$ cat config.mk
export PLATFORM = sky130hd
export DESIGN_NAME = free_list_alloc_arbiter_flat
export DESIGN_NICKNAME = d
export VERILOG_FILES = /design/src/rtl/free_list_alloc_arbiter_pkg.sv /design/src/rtl/free_list_alloc_arbiter_if.sv /design/src/rtl/free_list_alloc_arbiter_rr_arbiter.sv /design/src/rtl/free_list_alloc_arbiter.sv /design/src/flat_wrapper.sv
export SDC_FILE = /design/constraint.sdc
export NUM_CORES = 1
export LEC_CHECK = 0
export CAP_MARGIN = 20
export CORE_MARGIN = 2
export CORE_UTILIZATION = 35
export DETAILED_ROUTE_END_ITERATION = 10
export GPL_TIMING_DRIVEN = 0
export SLEW_MARGIN = 40
export SYNTH_ARGS = -nofsm -noshare
export SYNTH_HDL_FRONTEND = slang
export SYNTH_HIERARCHICAL = 1
export SYNTH_SLANG_ARGS = --single-unit
$ cat constraint.sdc
create_clock -name CLK -period 5.2 [get_ports CLK]
set_input_delay 1.04 -clock CLK [delete_from_list [all_inputs] [get_ports CLK]]
set_output_delay 1.04 -clock CLK [all_outputs]
set_load 0.02 [all_outputs]
$ cat src/rtl/free_list_alloc_arbiter_pkg.sv
// Shared constants and helpers for the free-list allocation controller.
package free_list_alloc_arbiter_pkg;

  localparam int NUM_PHYS_REGS_DEF = 64;
  localparam int NUM_REQ_DEF       = 4;

  // Register 0 is hard-wired and never handed out, so it never sits in the list.
  localparam int RESERVED_REG = 0;
  localparam int NUM_RESERVED = 1;

  // Source feeding the single free-list enqueue port this cycle.
  typedef enum logic [1:0] {
    ENQ_NONE   = 2'd0,
    ENQ_RETIRE = 2'd1,
    ENQ_RETURN = 2'd2
  } enq_src_e;

  function automatic int log_phys(input int n);
    return $clog2(n);
  endfunction

  // A single requester still needs a one-bit index.
  function automatic int log_req(input int n);
    return (n > 1) ? $clog2(n) : 1;
  endfunction

endpackage

$ cat src/rtl/free_list_alloc_arbiter_if.sv
// Rename-side and free-list-side signals of the allocation controller.
interface free_list_alloc_arbiter_if #(
  parameter int NUM_PHYS_REGS = free_list_alloc_arbiter_pkg::NUM_PHYS_REGS_DEF,
  parameter int NUM_REQ       = free_list_alloc_arbiter_pkg::NUM_REQ_DEF
);
  localparam int LOG_PHYS = free_list_alloc_arbiter_pkg::log_phys(NUM_PHYS_REGS);

  logic [NUM_REQ-1:0]  Req_IN;
  logic [NUM_REQ-1:0]  Grant_OUT;
  logic [LOG_PHYS-1:0] PhysReg_OUT;
  logic                Retire_IN;
  logic [LOG_PHYS-1:0] RetireReg_IN;
  logic                Flush_IN;
  logic                FL_Enqueue_OUT;
  logic [LOG_PHYS-1:0] FL_Data_OUT;
  logic                FL_Dequeue_OUT;
  logic                FL_DequeueResult_IN;
  logic [LOG_PHYS-1:0] FL_Data_IN;
  logic [LOG_PHYS:0]   FreeCount_OUT;
  logic                Error_OUT;

  // Controller side.
  modport slave (
    input  Req_IN, Retire_IN, RetireReg_IN, Flush_IN, FL_DequeueResult_IN, FL_Data_IN,
    output Grant_OUT, PhysReg_OUT, FL_Enqueue_OUT, FL_Data_OUT, FL_Dequeue_OUT,
           FreeCount_OUT, Error_OUT
  );

  // Environment side (rename slots plus free list).
  modport master (
    output Req_IN, Retire_IN, RetireReg_IN, Flush_IN, FL_DequeueResult_IN, FL_Data_IN,
    input  Grant_OUT, PhysReg_OUT, FL_Enqueue_OUT, FL_Data_OUT, FL_Dequeue_OUT,
           FreeCount_OUT, Error_OUT
  );

endinterface

$ cat src/rtl/free_list_alloc_arbiter_rr_arbiter.sv
// Combinational round-robin pick: first set request at or after ptr, wrapping.
module free_list_alloc_arbiter_rr_arbiter
  import free_list_alloc_arbiter_pkg::*;
#(
  parameter int NUM_REQ = NUM_REQ_DEF,
  localparam int LOG_REQ = log_req(NUM_REQ)
) (
  input  logic [NUM_REQ-1:0] req,
  input  logic [LOG_REQ-1:0] ptr,
  output logic [NUM_REQ-1:0] grant,
  output logic [LOG_REQ-1:0] idx
);

  logic found;
  int   slot;

  // Scan requesters starting at the pointer; the first hit wins.
  always_comb begin
    grant = '0;
    idx   = '0;
    found = 1'b0;
    slot  = 0;
    for (int k = 0; k < NUM_REQ; k++) begin
      slot = int'(ptr) + k;
      if (slot >= NUM_REQ) slot = slot - NUM_REQ;
      if (!found && req[slot]) begin
        found       = 1'b1;
        grant[slot] = 1'b1;
        idx         = LOG_REQ'(slot);
      end
    end
  end

endmodule

$ cat src/rtl/free_list_alloc_arbiter.sv
// Shares the free list's dequeue port among rename requesters and its enqueue
// port between commit frees and flush returns, while tracking the free count.
module free_list_alloc_arbiter
  import free_list_alloc_arbiter_pkg::*;
#(
  parameter int NUM_PHYS_REGS = NUM_PHYS_REGS_DEF,
  parameter int NUM_REQ       = NUM_REQ_DEF
) (
  input logic                      CLK,
  input logic                      RESET,
  free_list_alloc_arbiter_if.slave io
);

  localparam int LOG_PHYS = log_phys(NUM_PHYS_REGS);
  localparam int LOG_REQ  = log_req(NUM_REQ);
  localparam int CW       = LOG_PHYS + 1;
  localparam logic [CW-1:0]      COUNT_MAX = CW'(NUM_PHYS_REGS);
  localparam logic [CW-1:0]      COUNT_RST = CW'(NUM_PHYS_REGS - NUM_RESERVED);
  localparam logic [LOG_REQ-1:0] LAST_REQ  = LOG_REQ'(NUM_REQ - 1);

  logic [LOG_REQ-1:0]  rr_ptr;
  logic                pend_valid;
  logic [LOG_REQ-1:0]  pend_id;
  logic                return_valid;
  logic [LOG_PHYS-1:0] return_reg;
  logic [CW-1:0]       free_count;
  logic                error;

  logic [NUM_REQ-1:0]  pend_mask;
  logic [NUM_REQ-1:0]  eligible;
  logic [NUM_REQ-1:0]  win_onehot;
  logic [LOG_REQ-1:0]  win_idx;
  logic                win_any;
  enq_src_e            enq_src;
  logic [LOG_PHYS-1:0] enq_data;
  logic                enq;
  logic                issue;
  logic                resp_ok;
  logic                grant_fire;
  logic [CW:0]         count_sum;
  logic                saturate;
  logic [CW-1:0]       count_next;

  // One-hot of the requester whose dequeue result arrives this cycle.
  always_comb begin
    pend_mask = '0;
    if (pend_valid) pend_mask[pend_id] = 1'b1;
  end

  // A requester already waiting on a result must not be issued twice.
  assign eligible = io.Req_IN & ~pend_mask;

  free_list_alloc_arbiter_rr_arbiter #(.NUM_REQ(NUM_REQ)) u_rr (
    .req   (eligible),
    .ptr   (rr_ptr),
    .grant (win_onehot),
    .idx   (win_idx)
  );

  assign win_any = |win_onehot;

  // Commit frees take the enqueue port ahead of a pending flush return.
  always_comb begin
    enq_src  = ENQ_NONE;
    enq_data = '0;
    if (!RESET) begin
      if (io.Retire_IN) begin
        enq_src  = ENQ_RETIRE;
        enq_data = io.RetireReg_IN;
      end else if (return_valid) begin
        enq_src  = ENQ_RETURN;
        enq_data = return_reg;
      end
    end
  end

  assign enq = (enq_src != ENQ_NONE);

  // The list enqueues before it dequeues, so a same-cycle free makes an empty list safe.
  assign issue = !RESET && win_any && !io.Flush_IN && !return_valid &&
                 ((free_count != '0) || enq);

  assign resp_ok    = pend_valid && io.FL_DequeueResult_IN;
  assign grant_fire = !RESET && resp_ok && !io.Flush_IN;

  // Free count moves with the list ports; exceeding the physical total is a bookkeeping fault.
  always_comb begin
    count_sum  = {1'b0, free_count} + (CW+1)'(enq) - (CW+1)'(issue);
    saturate   = (count_sum > {1'b0, COUNT_MAX});
    count_next = saturate ? COUNT_MAX : count_sum[CW-1:0];
  end

  assign io.Grant_OUT      = grant_fire ? pend_mask : '0;
  assign io.PhysReg_OUT    = grant_fire ? io.FL_Data_IN : '0;
  assign io.FL_Enqueue_OUT = enq;
  assign io.FL_Data_OUT    = enq_data;
  assign io.FL_Dequeue_OUT = issue;
  assign io.FreeCount_OUT  = RESET ? COUNT_RST : free_count;
  assign io.Error_OUT      = RESET ? 1'b0 : error;

  // Pointer, in-flight allocation, flush return slot, free count and sticky error.
  always_ff @(posedge CLK) begin
    if (RESET) begin
      rr_ptr       <= '0;
      pend_valid   <= 1'b0;
      pend_id      <= '0;
      return_valid <= 1'b0;
      return_reg   <= '0;
      free_count   <= COUNT_RST;
      error        <= 1'b0;
    end else begin
      if (issue) begin
        pend_valid <= 1'b1;
        pend_id    <= win_idx;
        rr_ptr     <= (win_idx == LAST_REQ) ? '0 : win_idx + LOG_REQ'(1);
      end else begin
        pend_valid <= 1'b0;
      end

      // A squashed allocation still owns a register; park it for re-enqueue.
      if (resp_ok && io.Flush_IN) begin
        return_valid <= 1'b1;
        return_reg   <= io.FL_Data_IN;
      end else if (enq_src == ENQ_RETURN) begin
        return_valid <= 1'b0;
      end

      free_count <= count_next;

      if ((pend_valid && !io.FL_DequeueResult_IN) || saturate) error <= 1'b1;
    end
  end

endmodule

$ cat src/flat_wrapper.sv
// flat-port wrapper written by rule: the top's interface ports become plain ports
module free_list_alloc_arbiter_flat import free_list_alloc_arbiter_pkg::*;
#(
  parameter int NUM_PHYS_REGS = NUM_PHYS_REGS_DEF,
  parameter int NUM_REQ       = NUM_REQ_DEF
)
  (CLK, RESET, io_Req_IN, io_Retire_IN, io_RetireReg_IN, io_Flush_IN, io_FL_DequeueResult_IN, io_FL_Data_IN, io_Grant_OUT, io_PhysReg_OUT, io_FL_Enqueue_OUT, io_FL_Data_OUT, io_FL_Dequeue_OUT, io_FreeCount_OUT, io_Error_OUT);
  free_list_alloc_arbiter_if #(.NUM_PHYS_REGS(NUM_PHYS_REGS), .NUM_REQ(NUM_REQ)) io_i ();
  input logic CLK;
  input logic RESET;
  input wire logic [$bits(io_i.Req_IN)-1:0] io_Req_IN;
  input wire logic [$bits(io_i.Retire_IN)-1:0] io_Retire_IN;
  input wire logic [$bits(io_i.RetireReg_IN)-1:0] io_RetireReg_IN;
  input wire logic [$bits(io_i.Flush_IN)-1:0] io_Flush_IN;
  input wire logic [$bits(io_i.FL_DequeueResult_IN)-1:0] io_FL_DequeueResult_IN;
  input wire logic [$bits(io_i.FL_Data_IN)-1:0] io_FL_Data_IN;
  output wire logic [$bits(io_i.Grant_OUT)-1:0] io_Grant_OUT;
  output wire logic [$bits(io_i.PhysReg_OUT)-1:0] io_PhysReg_OUT;
  output wire logic [$bits(io_i.FL_Enqueue_OUT)-1:0] io_FL_Enqueue_OUT;
  output wire logic [$bits(io_i.FL_Data_OUT)-1:0] io_FL_Data_OUT;
  output wire logic [$bits(io_i.FL_Dequeue_OUT)-1:0] io_FL_Dequeue_OUT;
  output wire logic [$bits(io_i.FreeCount_OUT)-1:0] io_FreeCount_OUT;
  output wire logic [$bits(io_i.Error_OUT)-1:0] io_Error_OUT;
  assign io_i.Req_IN = io_Req_IN;
  assign io_i.Retire_IN = io_Retire_IN;
  assign io_i.RetireReg_IN = io_RetireReg_IN;
  assign io_i.Flush_IN = io_Flush_IN;
  assign io_i.FL_DequeueResult_IN = io_FL_DequeueResult_IN;
  assign io_i.FL_Data_IN = io_FL_Data_IN;
  assign io_Grant_OUT = io_i.Grant_OUT;
  assign io_PhysReg_OUT = io_i.PhysReg_OUT;
  assign io_FL_Enqueue_OUT = io_i.FL_Enqueue_OUT;
  assign io_FL_Data_OUT = io_i.FL_Data_OUT;
  assign io_FL_Dequeue_OUT = io_i.FL_Dequeue_OUT;
  assign io_FreeCount_OUT = io_i.FreeCount_OUT;
  assign io_Error_OUT = io_i.Error_OUT;
  free_list_alloc_arbiter #(.NUM_PHYS_REGS(NUM_PHYS_REGS), .NUM_REQ(NUM_REQ)) u_core (.CLK(CLK), .RESET(RESET), .io(io_i));
endmodule
==> out/metrics.cfg <==
[sta]
final_hold_viol_count=0
fin_worst_skew_ns=0.00318
clock.fmax_mhz=196
finalMaxSlewViolations=0
slew_headroom_pct=57.9
total_of_endpoints_with_negative_setup_slack_in_the_final_report=0
setup_slack_ns=0.0951
post_route_clock_period_utilization_pct=98.2
layout_min_cycle_time_ns=5.10
slew_at_the_pin_with_the_worst_max_slew_slack_ns=0.622

[critical_path]
timing.critical_path.to_type=register
worstSetupStartpointType=input port
critical_path.reg2reg.startpoint=u_core/rr_ptr[1]$_SDFFE_PP0P_
worstPathArrival_ns=5.26
worst_r2r_endpoint=u_core/error$_SDFFE_PP0P_
r2r_setup_slack_ns=0.31
cp.required_ns=5.35
critical_path.max_fanout=7
path_class=input port to register
reg2reg_depth=16

[power_and_ir_drop]
p_per_area_nw_per_um2=613
cellLeakagePower_nw=1.09
finalPower_w=0.00162
vdd_drop_max_mv=0.377

[finish]
area.growth.synth_to_final_pct=41.6
mostFrequentLayoutCells=sky130_fd_sc_hd__clkdlybuf4s50_1 (43), sky130_fd_sc_hd__nor2_1 (30), sky130_fd_sc_hd__dfxtp_1 (19), sky130_fd_sc_hd__ha_1 (17), sky130_fd_sc_hd__inv_1 (15)
leading_cell_type_in_the_layout_fill_and_taps_excluded=sky130_fd_sc_hd__clkdlybuf4s50_1
largest_reg_flops=7
finalCoreUtilization_pct=51.4
num_antenna_cells=0
layout.cells.non_filler=350
final_layout_size_suffix_gt1_share_pct=19.6
final_nets=322

[synthesis]
ys.flop_type=sky130_fd_sc_hd__dfxtp_1
leading_area_contributor_after_synthesis=sky130_fd_sc_hd__dfxtp_1
number_of_synthesized_flops_with_an_enable_pin=0
yosysTopAreaCellShare_pct=21.5
postSynthAreaPerCell_um2=8.37
synthesis.area_um2=1870
ys_seq_area_share_pct=21.5
cell_count_after_synthesis=223
synthDistinctLibCells=51
yosys_warnings=6
postSynthRegisterBits=20
yosys-top-cells-area=sky130_fd_sc_hd__dfxtp_1 (21%), sky130_fd_sc_hd__ha_1 (13%), sky130_fd_sc_hd__nor2_1 (6.0%), sky130_fd_sc_hd__mux2i_1 (5.9%), sky130_fd_sc_hd__mux4_2 (3.6%)
synthArstFlopShare_pct=0
postSynthNetCount=264

[grt]
number_of_global_route_vias_before_repair=1767
groute.usage.overall_pct=16.4
grt_antenna_before_repair=0
global_route_wire_length_before_repair_mm=8.02
overflow_left_after_global_routing=0
maximum_number_of_pins_on_one_net_before_global_route_repair=13

[detailed_routing]
vias=1800
drtIter0Drc=51
drt_pass1_iterations=4
drt-wirelength-per-cell_um=13.9
drt_wl_total_mm=4.88
drcViolationCount=0
vias_per_cell=5.14
drtAntennaViolNets=0

[floorplan]
die_area_um2=5930
total_number_of_placement_rows=26
floorplan.die.width_um=77.0
design.core.area_um2=5140
initial_core_util_pct=36.3
io_pins=47
chipHeight_um=77.0

[clock_network]
worstSkewPairLatency_ns=0.26
post_cts_hold_buffer_count=0
clock_buffer_count_from_cts=3
cts_root_buffer=sky130_fd_sc_hd__clkbuf_8
cts_buffer_depth=2
cts.sinks=20
cts_max_level=1
worst_setup_hold_path_clk_slew_ns=0.08
tritoncts=yes

[place]
post-place-cells=337
finalWeightedCongestion=0.761
dpl_wire_length_mm=3.47
dp_slack_ns=-0.736
port_buffers=44

[worst_hold_path]
hold-path-cell-count=2
hold_class=register to register
destination_of_the_worst_hold_path=u_core/return_reg[1]$_SDFFE_PP0P_
worst_hold_startpoint=u_core/return_reg[1]$_SDFFE_PP0P_

[flow_run]
drv_cap=0

[outcome]
run_status=complete, no violations

[worst max path at each step]
stage | from | end | slack [ns]
global placement | io_Req_IN[1] | u_core/error$_SDFFE_PP0P_ | -0.73
detailed placement | io_Req_IN[1] | u_core/error$_SDFFE_PP0P_ | -0.74
floorplan | io_Req_IN[3] | u_core/error$_SDFFE_PP0P_ | 0.1
global route | io_Req_IN[3] | u_core/error$_SDFFE_PP0P_ | -0.05
finish | io_Req_IN[3] | u_core/error$_SDFFE_PP0P_ | 0.1
CTS | io_Req_IN[3] | u_core/error$_SDFFE_PP0P_ | 0.02
[layout make-up]
| class | instances | area [µm²] |
|---|---|---|
| fillers | 514 | 2500 |
| multi-input cells | 178 | 1490 |
| repair buffers | 53 | 508 |
| flip-flops and latches | 20 | 402 |
| well taps | 70 | 87.6 |
| inverters | 17 | 63.8 |
| clock buffers | 4 | 55.1 |
| plain buffers | 8 | 38.8 |
[per-stage QoR]
stage / hold WS [ns] / setup TNS, ns / cell area [µm²]
2_1_floorplan: 0.455 / 0 / 1870
3_3_place_gp: 0.472 / -4.81 / 2390
3_5_place_dp: 0.482 / -4.85 / 2390
4_1_cts: 0.501 / 0 / 2540
5_1_grt: 0.537 / -0.0471 / 2640
6_report: 0.495 / 0 / 2640
[power breakdown]
group	total (W)	internal [W]	leakage (nW)	switching [W]
sequential	0.000263	0.000208	0.165	0.0000548
clock	0.000121	0.0000674	0.0288	0.0000532
combinational	0.00124	0.000552	0.893	0.000685
[cells in the mapped netlist (2+ instances only)]
cell,instances
sky130_fd_sc_hd__nand3_1,5
sky130_fd_sc_hd__mux2i_1,11
sky130_fd_sc_hd__a31oi_1,5
sky130_fd_sc_hd__o31ai_1,2
sky130_fd_sc_hd__and3_1,10
sky130_fd_sc_hd__a31o_2,2
sky130_fd_sc_hd__o21ai_1,6
sky130_fd_sc_hd__o21ai_0,2
sky130_fd_sc_hd__and2_1,9
sky130_fd_sc_hd__nor3_1,4
sky130_fd_sc_hd__dfxtp_1,20
sky130_fd_sc_hd__ha_1,19
sky130_fd_sc_hd__nand2_1,5
sky130_fd_sc_hd__o21bai_1,3
sky130_fd_sc_hd__xor2_1,3
sky130_fd_sc_hd__clkbuf_1,6
sky130_fd_sc_hd__a22oi_1,8
sky130_fd_sc_hd__nor2b_1,3
sky130_fd_sc_hd__nand3b_1,2
sky130_fd_sc_hd__nor2_1,30
sky130_fd_sc_hd__o41ai_1,2
sky130_fd_sc_hd__inv_1,16
sky130_fd_sc_hd__o21a_1,2
sky130_fd_sc_hd__or2_2,6
sky130_fd_sc_hd__a21oi_1,11
sky130_fd_sc_hd__nand2b_1,4
sky130_fd_sc_hd__mux4_2,3
[metal layers]
| layer | part of all wire, % | global-route usage, % | wire length [µm] |
|---|---|---|---|
| met2 | 47 | 27.1 | 2290 |
| met5 | 0 | 0 | 0 |
| met3 | 4.2 | 2.12 | 203 |
| met4 | 0.90 | 4.82 | 44 |
| met1 | 48 | 22.3 | 2350 |
[logic make-up (layout without fill, tap and decap cells)]
family	count (synthesis)	count (layout)	share of synthesized area [%]
AOI/OAI and AO/OA	55	55	21.9
xor gates and xnor gates	3	3	1.41
adders and majority gates	20	20	13.8
buffers and inverters	25	82	5.50
DFF	20	20	21.5
muxes	15	15	10.9
and+or+nand+nor	85	85	25.0
[timing repair]
action,CTS,global route
gates cloned,0,1
setup buffers,4,4
endpoints found under the setup margin,8,9
pin swaps,2,11
resized for setup,9,19
[critical path: stages]
cell	delay (ns)
sky130_fd_sc_hd__clkdlybuf4s50_1	0.40
sky130_fd_sc_hd__and2_4	0.16
sky130_fd_sc_hd__mux4_2	0.52
sky130_fd_sc_hd__buf_6	0.16
sky130_fd_sc_hd__a22oi_2	0.21
sky130_fd_sc_hd__o21ai_2	0.10
sky130_fd_sc_hd__o41ai_4	0.43
sky130_fd_sc_hd__a31oi_4	0.07
sky130_fd_sc_hd__ha_4	0.29
sky130_fd_sc_hd__inv_1	0.05
sky130_fd_sc_hd__ha_4	0.16
sky130_fd_sc_hd__fa_2	0.36
sky130_fd_sc_hd__a211o_1	0.35
sky130_fd_sc_hd__a21o_1	0.23
sky130_fd_sc_hd__a2111oi_4	0.32
sky130_fd_sc_hd__a311oi_2	0.17
sky130_fd_sc_hd__or2_1	0.23
(Power assumes the default switching activity.)
